### src/rtl/ft600_pkg.sv
// Shared definitions for the FT600 245-mode bus scheduler.
//   ft_state_e     : 3-bit scheduler state encoding
//   DefMaxBurst    : default words per grant before forced re-arbitration
//   DefTurnaround  : default idle cycles after each grant
//   DefCntW        : default burst counter width
package ft600_pkg;

  typedef enum logic [2:0] {
    StIdle   = 3'd0,
    StRdOe   = 3'd1,
    StRdData = 3'd2,
    StWrData = 3'd3,
    StTurn   = 3'd4
  } ft_state_e;

  localparam int unsigned DefMaxBurst   = 256;
  localparam int unsigned DefTurnaround = 1;
  localparam int unsigned DefCntW       = 9;

endpackage

### src/rtl/ft600_bus_scheduler.sv
// FT600 245-mode half-duplex bus scheduler (ft_clk domain).
// Arbitrates between FT600->RX FIFO reads and TX FIFO->FT600 writes with
// round-robin fairness, a per-grant burst limit and a post-grant idle gap.
//   ft_clk, rst          : clock, synchronous active-high reset
//   ft_rxf_n, ft_txe_n   : FT600 status (active low)
//   rx_fifo_full         : RX FIFO cannot accept a word
//   tx_fifo_empty        : TX FIFO has no show-ahead head word
//   ft_oe_n/rd_n/wr_n    : FT600 strobes (active low)
//   drive_en             : pads drive TX FIFO head onto the bus
//   rx_push, tx_pop      : one FIFO op per word actually transferred
//   grant_rx, busy       : last grant direction, scheduler not idle
//   burst_cnt            : words moved in the current grant
module ft600_bus_scheduler
  import ft600_pkg::*;
#(
  parameter int unsigned MAX_BURST  = DefMaxBurst,
  parameter int unsigned TURNAROUND = DefTurnaround,
  parameter int unsigned CNT_W      = DefCntW
) (
  input  logic             ft_clk,
  input  logic             rst,
  input  logic             ft_rxf_n,
  input  logic             ft_txe_n,
  input  logic             rx_fifo_full,
  input  logic             tx_fifo_empty,
  output logic             ft_oe_n,
  output logic             ft_rd_n,
  output logic             ft_wr_n,
  output logic             drive_en,
  output logic             rx_push,
  output logic             tx_pop,
  output logic             grant_rx,
  output logic             busy,
  output logic [CNT_W-1:0] burst_cnt
);

  localparam logic [CNT_W-1:0] MaxCnt  = CNT_W'(MAX_BURST);
  localparam logic [CNT_W-1:0] LastCnt = CNT_W'(MAX_BURST - 1);
  // TURN always lasts at least one cycle, even with TURNAROUND = 0.
  localparam logic [2:0] TurnLast = (TURNAROUND == 0) ? 3'd0 : 3'(TURNAROUND - 1);

  ft_state_e        state_q, state_d;
  logic [CNT_W-1:0] burst_cnt_q, burst_cnt_d;
  logic [2:0]       turn_cnt_q, turn_cnt_d;
  logic             grant_rx_q, grant_rx_d;
  logic             rx_req, tx_req, below_max;

  assign rx_req    = ~ft_rxf_n & ~rx_fifo_full;
  assign tx_req    = ~ft_txe_n & ~tx_fifo_empty;
  assign below_max = burst_cnt_q < MaxCnt;

  always_ff @(posedge ft_clk) begin
    if (rst) begin
      state_q     <= StIdle;
      burst_cnt_q <= '0;
      turn_cnt_q  <= '0;
      grant_rx_q  <= 1'b0;
    end else begin
      state_q     <= state_d;
      burst_cnt_q <= burst_cnt_d;
      turn_cnt_q  <= turn_cnt_d;
      grant_rx_q  <= grant_rx_d;
    end
  end

  // Strobes are combinational so backpressure and reset take effect in the same cycle.
  always_comb begin
    ft_oe_n  = 1'b1;
    ft_rd_n  = 1'b1;
    ft_wr_n  = 1'b1;
    drive_en = 1'b0;
    if (!rst) begin
      ft_oe_n  = !(state_q == StRdOe || state_q == StRdData);
      ft_rd_n  = !(state_q == StRdData && !rx_fifo_full && below_max);
      ft_wr_n  = !(state_q == StWrData && !tx_fifo_empty && below_max);
      drive_en = (state_q == StWrData);
    end
    rx_push = ~ft_rd_n & ~ft_rxf_n;
    tx_pop  = ~ft_wr_n & ~ft_txe_n;
  end

  always_comb begin
    state_d     = state_q;
    burst_cnt_d = burst_cnt_q;
    turn_cnt_d  = turn_cnt_q;
    grant_rx_d  = grant_rx_q;
    unique case (state_q)
      StIdle: begin
        // On contention serve the direction that did not hold the last grant.
        if (rx_req && (!tx_req || !grant_rx_q)) begin
          state_d     = StRdOe;
          grant_rx_d  = 1'b1;
          burst_cnt_d = '0;
        end else if (tx_req) begin
          state_d     = StWrData;
          grant_rx_d  = 1'b0;
          burst_cnt_d = '0;
        end
      end
      StRdOe: state_d = StRdData;
      StRdData: begin
        if (rx_push) burst_cnt_d = burst_cnt_q + 1'b1;
        if (ft_rxf_n || rx_fifo_full || (rx_push && burst_cnt_q == LastCnt)) begin
          state_d    = StTurn;
          turn_cnt_d = '0;
        end
      end
      StWrData: begin
        if (tx_pop) burst_cnt_d = burst_cnt_q + 1'b1;
        if (ft_txe_n || tx_fifo_empty || (tx_pop && burst_cnt_q == LastCnt)) begin
          state_d    = StTurn;
          turn_cnt_d = '0;
        end
      end
      StTurn: begin
        if (turn_cnt_q == TurnLast) state_d = StIdle;
        else turn_cnt_d = turn_cnt_q + 3'd1;
      end
      default: state_d = StIdle;
    endcase
  end

  assign grant_rx  = grant_rx_q;
  assign busy      = (state_q != StIdle);
  assign burst_cnt = burst_cnt_q;

endmodule

### config.mk
export PLATFORM = sky130hd
export DESIGN_NAME = ft600_bus_scheduler
export DESIGN_NICKNAME = d
export VERILOG_FILES = /design/src/rtl/ft600_pkg.sv /design/src/rtl/ft600_bus_scheduler.sv
export SDC_FILE = /design/constraint.sdc
export NUM_CORES = 1
export LEC_CHECK = 0
export BUFFER_PORTS_ARGS = -buffer_cell sky130_fd_sc_hd__buf_2
export CAP_MARGIN = 20
export CORE_MARGIN = 1.5
export CORE_UTILIZATION = 35
export CTS_BUF_LIST = sky130_fd_sc_hd__clkbuf_16
export DETAILED_ROUTE_END_ITERATION = 8
export GPL_TIMING_DRIVEN = 0
export PLACE_DENSITY = 0.57
export SLEW_MARGIN = 20
export SYNTH_ARGS = -nofsm -noshare
export SYNTH_HDL_FRONTEND = slang
export SYNTH_SLANG_ARGS = --single-unit
### constraint.sdc
create_clock -name ft_clk -period 2.1 [get_ports ft_clk]
set_clock_uncertainty 0.2 [all_clocks]
set_input_delay 0.315 -clock ft_clk [delete_from_list [all_inputs] [get_ports ft_clk]]
set_output_delay 0.315 -clock ft_clk [all_outputs]
set_load 0.01 [all_outputs]
==> summary.md, run 1 <==
| Metric | Value |
|---|---|
| Run status | `finished clean` |
| Setup TNS | `0 ns` |
| Arrival time worst endpoint | `between 1 and 1.5 ns` |
| TritonRoute pass-1 iters | `4` |
| RSZ-0062 raised after global routing | `no` |
| Setup Buffers After CTS | `0` |
| Cell Chain, Critical Path | `buf_2 -> nor2b_1 -> and3_1 -> buf_2` |
| 1st-iter DRT viols | `13` |
| Highest Signal Layer | `met4` |
| LEAKAGE | `0.518 nW` |
| Hpwl dp | `around 1.7 mm` |
| Yosys cell types | `38` |
| Final cell count without fillers | `between 150 and 200` |
| Final Slew Violations | `0` |
| Critical R2R Capture | `turn_cnt_q[1]` |
| DRC | `0` |
| Most frequent cells in the layout | `24 x buf_2, 16 x dfxtp_1, 12 x nand2_1` |
| VDD IR max | `between 0.0006 and 0.0007 V` |
| Max cap viols | `0` |
| Crit path kind | `flop to primary output` |
| CP peak stage delay | `around 0.35 ns` |
| CTS clk-pin slew, worst paths | `~0.050 ns` |
| Number of fill cells in the layout | `approximately 280` |
| Area share of the largest cell type after synthesis | `about a third` |
| Syn_nets | `approximately 120` |
| Metal-1 WL | `between 1 and 1.5 mm` |
| Power Dens Cells | `703 nW/um^2` |
| Area post-placement | `1140 sq um` |
| Reg2Reg Depth | `8` |
| # hold bufs at CTS | `0` |
| Mean post-synth cell area | `between 8 and 9 sq um` |
| Number of flops mapped to enable cells by yosys | `0` |
| Crit path time final | `roughly 2 ns` |
| Die ar. | `3150 sq um` |
| HP Class | `input port to flop` |
| YS warnings | `0` |
| Clock Sinks | `16` |
| Root buf cell | `clkbuf_16` |
| Number of global-route vias before repair | `around 840` |
| Die Height | `56.1 um` |
| Max Clk Rate | `between 500 and 600 MHz` |
| Ranking of synthesized cells by area | `dfxtp_1 32%, a2111o_1 5.7%, o2111ai_1 5.3%` |
| Post-synth top flop | `dfxtp_1` |
| CP max-delay cell | `dfxtp_1` |
| CP most frequent cell | `buf_2` |
| # rows | `19` |
| GRT Resource Usage Total | `around 16%` |
| WP data required | `roughly 1.6 ns` |
| Worst Max-Slew Pin Slew | `slightly below 0.5 ns` |
| Reg2reg start | `burst_cnt[2]` |
| Post_cts resized | `0` |
| First-pass GRT wire length | `between 3 and 4 mm` |
| Share of cells above drive strength 1 | `27.1%` |
| Final Hold Violating Endpoints | `0` |
| Critical path fanouts, max | `10` |
| Final wirelength | `roughly 2.3 mm` |
| WL met3 | `roughly 120 um` |
| Synthesized cell area | `between 900 and 1000 sq um` |
| Commonest non-fill, non-tap cell in the layout | `buf_2` |
| Slew headroom | `between 60 and 70%` |
| WL per Instance | `13.6 um` |
| Max clock buf depth | `2` |
| Fraction of registers with async set/reset | `0%` |
| Core Area | `2710 sq um` |
| Crit-path leading delay family | `simple AND/OR/NAND/NOR gates` |
| Worst Setup End Kind | `primary output` |
| Critical Path Source Type | `flop` |
| Antenna cells | `0` |
| Met2 WL | `~1.1 mm` |
| Yosys reg bits | `16` |
| Seq/Total Area, Yosys | `around a third` |
| CP startpoint | `state_q[1]` |
| Initial core utilization | `between 30 and 40%` |
| Design Power | `0.000862 W` |
| Vias per cell | `approximately 5.6` |
| Total gr overflow | `0` |
| Final Cycle Share | `93.4%` |
| Placer Congestion | `between 0.7 and 0.8` |
| CTS buffer count | `3` |
| Yosys top cell by area | `dfxtp_1` |
| Initial antenna violation count | `0` |
| Critical path endpoint | `drive_en` |
| Final instance area | `between 1000 and 1500 sq um` |
| Setup slack, reg-to-reg | `0.21 ns` |
| Vias | `958` |
| DIE WIDTH | `56.1 um` |
| Placed cells | `between 150 and 200` |
| Antenna-violating nets left | `0` |
| Layout area overhead | `24.1%` |
| Largest net degree at the start of global routing | `11` |
| Crit path buffers/inverters | `2` |
| Clk_lat worst skew | `0.25 ns` |
| Nets | `around 150` |
| H-tree depth | `1` |
| WP depth | `4` |
| Final setup fails | `0` |
| Post-Synthesis Cells | `114` |
| I/O pin total | `23` |
| Port bufs | `22` |
| CTS tree | `yes` |
-- Yosys cell counts (2+ instances only) --
master,n
xor2_1,2
nor3_4,2
nand2_1,12
a2111o_1,5
dfxtp_1,16
ha_1,4
buf_2,2
buf_6,2
nand2b_1,2
a21o_1,2
o22ai_1,2
a211o_1,2
and2_1,2
a21oi_1,7
inv_1,6
and3_1,5
nor2_1,6
o21ai_0,3
o2111ai_1,6
nor3b_1,2
nand3_1,7
-- kinds of logic after synthesis --
logic type	share of synthesized area, %
buffers and inverters	6.33
AO/OA/AOI/OAI	27.3
AND/OR/NAND/NOR	25.9
flip-flops	32.4
XOR/XNOR	1.77
adder cells (fa/ha/maj)	5.06
multiplexers	1.14
-- flip-flops by register name, summed over array words and instances (netlist names) --
signal / cells
state_q: 3
grant_rx: 1
burst_cnt: 9
turn_cnt_q: 3
-- how the worst min path moves through the flow --
stage	startpoint	to	slack, ns	depth (start not counted)
after floorplan	turn_cnt_q[0]	turn_cnt_q[0]	0.27	1
after global placement	turn_cnt_q[1]	turn_cnt_q[1]	0.29	2
after detailed placement	burst_cnt[1]	burst_cnt[1]	0.30	2
after CTS	ft_txe_n	grant_rx	0.26	3
after global routing	tx_fifo_empty	state_q[0]	0.29	4
final	ft_txe_n	state_q[0]	0.25	4
-- power breakdown --
part	internal, W	leakage [nW]	switching (W)
logic	0.0000554	0.350	0.000103
registers	0.000314	0.130	0.00000970
clock network	0.000253	0.0385	0.000127
total	0.000623	0.518	0.000239
-- layer usage --
metal | up-vias | track usage [%]
li1 | 486 | -
met1 | 446 | 20.9
met2 | 22 | 24.4
met3 | 4 | 5.58
met4 | 0 | 4.08
met5 | - | 0
-- worst min-delay path, cell delays in order --
cell and delay (ns):
buf_2 0.12, nor3b_2 0.07, nand3_1 0.07, a21oi_1 0.07
-- metrics by stage --
step | hold slack, ns | util, % | setup slack (ns)
6_report | 0.249 | 45.2 | 0.138
5_1_grt | 0.287 | 45.2 | 0.0150
4_1_cts | 0.256 | 44.9 | 0.0951
3_5_place_dp | 0.305 | 42.0 | 0.131
3_3_place_gp | 0.289 | 42.0 | 0.168
2_1_floorplan | 0.273 | - | 0.283
-- area by class of cell --
cell class | count | area (sq um) | share of cell area, %
Clock inverter | 1 | 3.75 | 0.306
Clock buffer | 3 | 75.1 | 6.12
Timing Repair Buffer | 22 | 110 | 8.98
Tap cell | 31 | 38.8 | 3.16
Sequential cell | 16 | 320 | 26.1
Inverter | 7 | 26.3 | 2.14
Buffer | 5 | 36.3 | 2.96
Multi-Input combinational cell | 86 | 616 | 50.2
(Power assumes the default switching activity.)
==> run 2: changes to the inputs <==
--- a/config.mk
+++ b/config.mk
@@ -6,7 +6,7 @@
 export NUM_CORES = 1
 export LEC_CHECK = 0
 export BUFFER_PORTS_ARGS = -buffer_cell sky130_fd_sc_hd__buf_2
-export CAP_MARGIN = 20
+export CORE_ASPECT_RATIO = 0.75
 export CORE_MARGIN = 1.5
 export CORE_UTILIZATION = 35
 export CTS_BUF_LIST = sky130_fd_sc_hd__clkbuf_16
==> run 2 against run 1 <==
Register-to-register slack worse by 0.04 ns. Power shrank 0.35%. Die area is 0.11% higher. Clock power down 2%. Cell count grew 2.3%. Combinational power is essentially flat. Global-route usage is 0.53 points higher. Largest power group unchanged. Highest routed layer unchanged.
==> summary.md, run 2 (synthesized netlist as in run 1, its figures left out) <==
| Metric | Value |
|---|---|
| Antenna-violating nets left | `0 (unchanged)` |
| Met3 Use GR | `5.54% (was 5.58%)` |
| Hold path endpoint | `state_q[0] (unchanged)` |
| Hpwl dp | `1.78 mm (was 1.71 mm)` |
| Number of fill cells in the layout | `271 (was 284)` |
| Setup slack, reg-to-reg | `0.17 ns (was 0.21 ns)` |
| Switch share | `27.7% (about the same)` |
| Critical path fanouts, max | `9 (was 10)` |
| Largest net degree at the start of global routing | `11 (unchanged)` |
| Hold depth | `4 (unchanged)` |
| Reg2Reg Depth | `8 (unchanged)` |
| Final setup fails | `0 (unchanged)` |
| Final WS setup | `0.117 ns (was 0.138 ns)` |
| Total gr overflow | `0 (unchanged)` |
| # rows | `16 (was 19)` |
| CTS buffer count | `3 (unchanged)` |
| Number of global-route vias before repair | `791 (was 837)` |
| Power Dens Cells | `703 nW/um^2 (about the same)` |
| Setup TNS | `0 ns (unchanged)` |
| Logic pwr share | `18.6% (was 18.3%)` |
| DIE WIDTH | `64.4 um (was 56.1 um)` |
| Root buf cell | `clkbuf_16 (unchanged)` |
| GR peak layer | `met2 (unchanged)` |
| Nets | `151 (unchanged)` |
| Clk_lat worst skew | `0.25 ns (about the same)` |
| Final Slew Violations | `0 (unchanged)` |
| Largest register FFs | `9 (unchanged)` |
| Max clock buf depth | `2 (unchanged)` |
| Reg area | `320 sq um (unchanged)` |
| Layout area overhead | `23.5% (was 24.1%)` |
| Psw | `0.000238 W (was 0.000239 W)` |
| Final instance area | `1220 sq um (was 1230 sq um)` |
| Worst hold start | `ft_txe_n (unchanged)` |
| Area post-placement | `1140 sq um (about the same)` |
| Max cap viols | `0 (unchanged)` |
| LEAKAGE | `0.518 nW (about the same)` |
| Part of the power in registers | `37.8% (was 37.6%)` |
| Slew headroom | `66.6% (was 67.5%)` |
| Met2 Resource Use GR | `24.7% (was 24.4%)` |
| Critical Path Source Type | `flop (unchanged)` |
| RSZ-0062 raised after global routing | `no (unchanged)` |
| 1st-iter DRT viols | `32 (was 13)` |
| Final Cycle Share | `94.4% (was 93.4%)` |
| Run status | `finished clean (unchanged)` |
| Share of cells above drive strength 1 | `26.6% (was 27.1%)` |
| Vias per cell | `5.49 (was 5.60)` |
| Commonest non-fill, non-tap cell in the layout | `buf_2 (unchanged)` |
| Int Pwr | `0.000621 W (was 0.000623 W)` |
| Die ar. | `3160 sq um (was 3150 sq um)` |
| Worst Max-Slew Pin Slew | `0.502 ns (was 0.488 ns)` |
| Vias | `960 (was 958)` |
| Crit path kind | `flop to primary output (unchanged)` |
| Arrival time worst endpoint | `1.47 ns (was 1.45 ns)` |
| Antenna cells | `0 (unchanged)` |
| I/O pin total | `23 (unchanged)` |
| GRT Resource Usage Total | `16.3% (was 15.8%)` |
| Multi-input gate area | `608 sq um (was 616 sq um)` |
| Final wirelength | `2.42 mm (was 2.33 mm)` |
| Final hold slack | `0.242 ns (was 0.249 ns)` |
| Port bufs | `22 (unchanged)` |
| Initial core utilization | `37.4% (was 36.5%)` |
| Worst Setup End Kind | `primary output (unchanged)` |
| Initial antenna violation count | `0 (unchanged)` |
| Pre-CTS WS | `0.162 ns (was 0.131 ns)` |
| Max Clk Rate | `504 MHz (was 510 MHz)` |
| M1 GR Usage | `22.7% (was 20.9%)` |
| Crit path time final | `1.98 ns (was 1.96 ns)` |
| CTS tree | `yes (unchanged)` |
| Design Power | `0.000859 W (was 0.000862 W)` |
| TritonRoute pass-1 iters | `4 (unchanged)` |
| DRC | `0 (unchanged)` |
| Critical R2R Capture | `turn_cnt_q[0] (was turn_cnt_q[1])` |
| Core Area | `2640 sq um (was 2710 sq um)` |
| VDD IR max | `0.000298 V (was 0.000674 V)` |
| Placer Congestion | `0.745 (was 0.795)` |
| H-tree depth | `1 (unchanged)` |
| HP Class | `input port to flop (unchanged)` |
| Final Hold Violating Endpoints | `0 (unchanged)` |
| WP data required | `1.58 ns (about the same)` |
| Die Height | `49.0 um (was 56.1 um)` |
| Clock Sinks | `16 (unchanged)` |
| CTS clk-pin slew, worst paths | `0.05 ns (about the same)` |
| WL per Instance | `13.8 um (was 13.6 um)` |
| Reg2reg start | `burst_cnt[2] (unchanged)` |
| Clk pwr share | `43.6% (was 44.1%)` |
| Most frequent cells in the layout | `24 x buf_2, 16 x dfxtp_1, 12 x nand2_1 (unchanged)` |
| First-pass GRT wire length | `3.92 mm (was 3.90 mm)` |
==> run 2: changes by cell type in the layout (fill, tap and decap cells not counted), sizes merged <==
cell and change:
clkinv -1
==> run 2: worst max path at each step <==
stage,end,slack (ns),depth (start not counted),from
2_1_floorplan,turn_cnt_q[1],0.28,8,burst_cnt[2]
3_5_place_dp,turn_cnt_q[1],0.16,8,burst_cnt[2]
3_3_place_gp,turn_cnt_q[1],0.16,8,burst_cnt[2]
6_report,tx_pop,0.12,4,state_q[0]
4_1_cts,drive_en,0.10,4,state_q[1]
5_1_grt,tx_pop,0.05,4,state_q[0]
==> run 2: timing repair <==
action,in CTS,in global routing
hold buffers,0,0
buffers inserted,0,0
setup endpoints to repair,0,2
resized for setup,0,2
==> run 2: power by group through the flow <==
stage,Sequential [W],Clock (W),Combinational (W)
floorplan,0.000330,0,0.000105
global placement,0.000330,0,0.000154
detailed placement,0.000331,0,0.000156
CTS,0.000325,0.000379,0.000157
global route,0.000326,0.000388,0.000176
finish,0.000325,0.000374,0.000159
==> run 2: per-layer routing <==
metal | up-vias | routed length [um] | part of all wire [%]
met5 | - | 0 | 0
li1 | 487 | - | -
met2 | 23 | 1060 | 44
met1 | 448 | 1220 | 50
met4 | 0 | 16 | 0.66
met3 | 2 | 124 | 5.1
==> run 2: final cells by class <==
cell class              instances  area share (%)
multi-input cells              86            49.8
repair buffers                 22            9.02
plain buffers                   5            2.97
flip-flops and latches         16            26.2
inverters                       7            2.15
clock buffers                   3            6.15
well taps                      36            3.69
==> run 2: critical path, cell delays in order, from the launching register on <==
cell     delay, ns
dfxtp_1       0.32
buf_6         0.14
nor3b_1       0.43
and3_1        0.21
buf_2         0.12
==> run 2: metrics by stage <==
stage | utilization (%) | cells
finish | 46.2 | 175
global route | 46.2 | 175
CTS | 46.1 | 175
detailed placement | 43.3 | 172
global placement | 43.3 | 172
floorplan | - | 114
